File: config.mk
export PLATFORM = sky130hd
export DESIGN_NAME = core_fetch_queue
export DESIGN_NICKNAME = d
export VERILOG_FILES = /design/src/rtl/core_fetch_queue.sv
export SDC_FILE = /design/constraint.sdc
export NUM_CORES = 1
export LEC_CHECK = 0
export CAP_MARGIN = 20
export CORE_MARGIN = 10
export CORE_UTILIZATION = 60
export CTS_CLUSTER_DIAMETER = 150
export CTS_CLUSTER_SIZE = 24
export DETAILED_ROUTE_END_ITERATION = 6
export DONT_BUFFER_PORTS = 1
export PLACE_DENSITY_LB_ADDON = 0.12
export SETUP_SLACK_MARGIN = 0.1
export SYNTH_ARGS = -nofsm -noshare
export SYNTH_HDL_FRONTEND = slang
export SYNTH_SLANG_ARGS = --single-unit
File: constraint.sdc
create_clock -name clk -period 7.8 [get_ports clk]
set_input_delay 2.34 -clock clk [delete_from_list [all_inputs] [get_ports clk]]
set_output_delay 2.34 -clock clk [all_outputs]
set_load 0.1 [all_outputs]
File: src/rtl/core_fetch_queue.sv
// Fetch queue: a single-outstanding L1I request FSM that feeds a DEPTH-entry instruction queue for decode.
// Optional feature: define CORE_FQ_BYPASS_EN to forward a response to decode in its arrival cycle when the queue is empty.
module core_fetch_queue #(
    parameter int DEPTH = 4
) (
    input  logic                    clk,
    input  logic                    n_rst,
    input  logic [31:0]             fq_pc_in,
    input  logic                    fq_pc_val_in,
    output logic                    fq_pc_rdy_out,
    input  logic                    fq_flush_in,
    output logic [31:0]             fq_l1i_addr_out,
    output logic                    fq_l1i_val_out,
    input  logic                    fq_l1i_ack_in,
    input  logic [31:0]             fq_l1i_rdata_in,
    input  logic                    fq_l1i_rvalid_in,
    output logic [31:0]             dec_instr_out,
    output logic [31:0]             dec_pc_out,
    output logic [31:0]             dec_pc_4_out,
    output logic                    dec_val_out,
    input  logic                    dec_rdy_in,
    output logic [$clog2(DEPTH):0]  fq_count_out
);
    localparam int PTR_W = $clog2(DEPTH);
    localparam int CNT_W = PTR_W + 1;

    typedef enum logic [1:0] {IDLE, REQ, WAIT, DROP} state_t;

    state_t             state_q;
    logic [31:0]        req_pc_q;
    logic [PTR_W-1:0]   wr_ptr_q, rd_ptr_q;
    logic [CNT_W-1:0]   count_q, count_d;
    logic [31:0]        pc_mem_q    [DEPTH];
    logic [31:0]        instr_mem_q [DEPTH];

    logic pc_acc, rsp_ok, q_val, byp_val, push, pop;

    assign fq_pc_rdy_out = n_rst & (state_q == IDLE) & (count_q != CNT_W'(DEPTH)) & ~fq_flush_in;
    assign pc_acc        = fq_pc_val_in & fq_pc_rdy_out;
    assign rsp_ok        = (state_q == WAIT) & fq_l1i_rvalid_in & ~fq_flush_in;
    assign q_val         = (count_q != '0);

`ifdef CORE_FQ_BYPASS_EN
    assign byp_val = rsp_ok & ~q_val;
`else
    assign byp_val = 1'b0;
`endif

    // A bypassed response consumed by decode never occupies a queue slot.
    assign push = rsp_ok & ~(byp_val & dec_rdy_in);
    assign pop  = q_val & dec_rdy_in & ~fq_flush_in;

    // NOTE: every always_comb output gets a default first so no path can infer a latch.
    always_comb begin
        count_d = count_q;
        case ({push, pop})
            2'b10:   count_d = count_q + CNT_W'(1);
            2'b01:   count_d = count_q - CNT_W'(1);
            default: count_d = count_q;
        endcase
    end

    always_ff @(posedge clk) begin
        if (!n_rst) begin
            state_q  <= IDLE;
            req_pc_q <= '0;
            wr_ptr_q <= '0;
            rd_ptr_q <= '0;
            count_q  <= '0;
        end else begin
            case (state_q)
                IDLE: if (pc_acc) begin
                    req_pc_q <= fq_pc_in;
                    state_q  <= REQ;
                end
                REQ: begin
                    if (fq_l1i_ack_in)    state_q <= fq_flush_in ? DROP : WAIT;
                    else if (fq_flush_in) state_q <= IDLE;
                end
                WAIT: begin
                    if (fq_l1i_rvalid_in) state_q <= IDLE;
                    else if (fq_flush_in) state_q <= DROP;
                end
                DROP: if (fq_l1i_rvalid_in && !fq_flush_in) state_q <= IDLE;
                default: state_q <= IDLE;
            endcase

            if (fq_flush_in) begin
                wr_ptr_q <= '0;
                rd_ptr_q <= '0;
                count_q  <= '0;
            end else begin
                if (push) wr_ptr_q <= wr_ptr_q + PTR_W'(1);
                if (pop)  rd_ptr_q <= rd_ptr_q + PTR_W'(1);
                count_q <= count_d;
            end
        end
    end

    // NOTE: queue storage is not reset; count_q alone decides which entries are meaningful.
    always_ff @(posedge clk) begin
        if (push) begin
            pc_mem_q[wr_ptr_q]    <= req_pc_q;
            instr_mem_q[wr_ptr_q] <= fq_l1i_rdata_in;
        end
    end

    assign fq_l1i_val_out  = (state_q == REQ);
    assign fq_l1i_addr_out = req_pc_q;
    assign fq_count_out    = count_q;
    assign dec_val_out     = q_val | byp_val;

    always_comb begin
        dec_pc_out    = '0;
        dec_instr_out = '0;
        if (q_val) begin
            dec_pc_out    = pc_mem_q[rd_ptr_q];
            dec_instr_out = instr_mem_q[rd_ptr_q];
        end else if (byp_val) begin
            dec_pc_out    = req_pc_q;
            dec_instr_out = fq_l1i_rdata_in;
        end
    end

    assign dec_pc_4_out = dec_val_out ? dec_pc_out + 32'd4 : '0;
endmodule

==> results.yml <==
outcome:
  status: "complete, no violations"
place:
  portBuffers: 0
  place.detailed.hpwl_um: 16800
  gp_congestion: 0.782
detailed_routing:
  routedWlPerCell_um: 24.4
  drc: 0
  vias_per_cell: 6.06
  drt-total-wl_um: 25800
  drtIter0Drc: 450
  num_vias: 6397
  first_pass_iters: 5
  drtAntennaViolNets: 0
power:
  power_frac_comb_pct: 2.1
  net-switching-power_w: 0.000564
  p_clk_share_pct: 32.4
  p_int_w: 0.00217
  power_density_nw_per_um2: 203
  p_leak_nw: 4.14
  power_w: 0.00273
  p_sw_share_pct: 20.7
  power_frac_seq_pct: 65.5
  vdd_drop_max_uv: 193
global_routing:
  overflow: 0
  grt_max_degree: 70
  antenna_found_initial: 1
  grtUsageTotal_pct: 19.2
  grt_pass1_wl_um: 40000
  grt_pass1_vias: 6891
sta:
  setup_viol: 0
  clock-skew-final_ns: 0.0191
  relSlewSlack_pct: 23.0
  finalSetupTns_ns: 0
  post-route-period-util_pct: 83.0
  finalHoldViolCount: 0
  rsz0062_at_grt: "false"
  drv_slew: 0
  min_period_ns: 6.47
  worst_slew_pin_slew_ns: 1.15
  holdWs_ns: 0.537
  timing.fmax_mhz: 154
clock_network:
  postCtsResizedCells: 0
  postCtsHoldBufs: 0
  clk_path_buf_depth: 3
  clkSinkCount: 299
  cts-buffers-inserted: 16
  clk_pin_slew_ns: 0.09
  htree_num_levels: 1
  cts_tree: "built"
  cts_root_buffer: "clkbuf_16"
  clk_latency_ns: 0.50
  post_cts_buffers: 0
logic_synthesis:
  syn_area_um2: 12400
  syn_nets: 835
  synth_enable_flop_cells: 256
  synthArstFlopShare_pct: 0
  yosysUniqueCellTypes: 53
  syn_area_per_cell_um2: 16.4
  ys_seq_area_share_pct: 68.9
  ys_warn_count: 0
  ys_seq_elements: 299
  syn_inst: 757
  synthFlopType: "edfxtp_1"
floorplanning:
  io_pins: 205
  placementRows: 52
  start_util_pct: 61.1
  core_area_um2: 20300
  die-area_um2: 26800
  chipWidth_um: 164
  fp.dieH_um: 164
critical_path:
  cp_max_fo: 69
  end_kind: "output pin"
  cp_data_required_time_ns: 5.46
  timing.critical_path.from_type: "flip-flop"
  cp.arrival_ns: 4.13
  crit_type: "flip-flop to output pin"
cells_and_area:
  fillCellCount: 1403
  layout_commonest_cell: "edfxtp_1"
  syn_to_final_growth_pct: 8.55
  layout_common_cells: "256 x edfxtp_1, 90 x nand2_1, 68 x and2_1, 59 x mux4_2, 41 x dfxtp_1"
  nNetsFinal: 853
  drive_gt1_share_pct: 21.4
flow_run:
  cap_violations: 0
min_path:
  hp-class: "flip-flop to flip-flop"
## worst paths after layout
path | startpoint | end | slack [ns] | cells after the start
worst max register to register | fq_count_out[0] | fq_count_out[2] | 4.88 | 10
worst max-delay path | flip-flop | dec_pc_4_out[30] | 1.33 | 9
worst min register to register | rd_ptr_q[0] | flip-flop | 0.54 | 2
worst min-delay path | rd_ptr_q[0] | flip-flop | 0.54 | 2
## cell type report
type,instances,area (um^2),area share (%)
Antenna cell,1,2.50,0.0186
Clock buffer,26,459,3.41
Clock inverter,1,16.3,0.121
Inverter,10,37.5,0.279
Multi-Input combinational cell,406,3690,27.4
Sequential cell,299,8560,63.5
Tap cell,270,338,2.51
Timing Repair Buffer,42,372,2.76
## kinds of logic (layout without fill, tap and decap cells)
logic type / count (synthesis) / in the layout / share of synthesized area (%)
flip-flops: 299 / 299 / 68.9
multiplexers: 74 / 74 / 13.0
AND/OR/NAND/NOR: 250 / 250 / 10.4
buffers and inverters: 52 / 79 / 2.32
AO/OA/AOI/OAI: 50 / 50 / 2.83
adder cells (fa/ha/maj): 7 / 7 / 0.766
other: 0 / 1 / 0
XOR/XNOR: 25 / 25 / 1.76
## sequential cells by signal, summed over array words and instances, names as in the netlist, named ones only
signal,flops
instr_mem_q,128
pc_mem_q,128
fq_l1i_addr_out,32
fq_count_out,3
rd_ptr_q,2
state_q,2
wr_ptr_q,2
## synth_stat cells (2+ instances only)
cell type / n / area share, %
buf_1: 2 / 0.061
o21ai_0: 3 / 0.12
mux2_1: 4 / 0.36
a21boi_0: 29 / 1.8
and3_1: 3 / 0.15
edfxtp_1: 256 / 62
clkbuf_1: 21 / 0.64
mux2_2: 2 / 0.18
dfxtp_1: 43 / 6.9
inv_1: 9 / 0.27
nand3_2: 2 / 0.16
xnor2_1: 7 / 0.49
nand4_1: 7 / 0.35
buf_4: 4 / 0.24
buf_2: 9 / 0.36
ha_1: 6 / 0.60
or4_1: 2 / 0.12
nor3_1: 2 / 0.081
o31ai_1: 2 / 0.12
nor2_1: 41 / 1.2
buf_12: 2 / 0.32
xor2_1: 18 / 1.3
and4_1: 2 / 0.14
mux4_1: 8 / 1.7
buf_6: 3 / 0.27
or3_1: 3 / 0.15
nor2b_1: 2 / 0.10
a21boi_1: 3 / 0.18
mux4_2: 59 / 11
nand2_1: 90 / 2.7
nand3_1: 10 / 0.40
and2_1: 74 / 3.7
nand2b_1: 2 / 0.10
a21oi_1: 8 / 0.32
## per-stage QoR
step	util (%)	instances	instance area [um^2]	setup WS, ns
floorplan	-	757	12400	0.162
global placement	63.7	1024	12900	1.80
detailed placement	63.7	1024	12900	1.78
CTS	66.1	1051	13400	1.22
global route	66.4	1054	13500	1.07
finish	66.4	1055	13500	1.33
## power groups by stage
| stage | clock network, W | registers (W) | logic [W] |
|---|---|---|---|
| 5_1_grt | 0.000956 | 0.00179 | 0.0000621 |
| 6_report | 0.000884 | 0.00179 | 0.0000578 |
| 3_3_place_gp | 0 | 0.00183 | 0.0000515 |
| 2_1_floorplan | 0 | 0.00182 | 0.0000431 |
| 3_5_place_dp | 0 | 0.00183 | 0.0000532 |
| 4_1_cts | 0.000903 | 0.00179 | 0.0000534 |
## per-layer routing
metal / vias up / part of all wire [%] / global-route usage [%] / wire [um]
li1: 2870 / - / - / -
met1: 3264 / 37 / 23.4 / 9650
met2: 226 / 51 / 32.1 / 13100
met3: 37 / 9.5 / 6.76 / 2440
met4: 0 / 2.2 / 4.87 / 571
met5: - / 0 / 0 / 0
## worst max-delay path, stage by stage (launching register included)
cell and delay, ns:
dfxtp_4 1.00, mux4_2 0.40, and2_1 0.13, buf_4 0.30, ha_1 0.26, and4_1 0.46, nand4_1 0.22, or3_1 0.37
a21oi_2 0.15, buf_4 0.31
No activity file was read; power rests on OpenSTA's default activity.
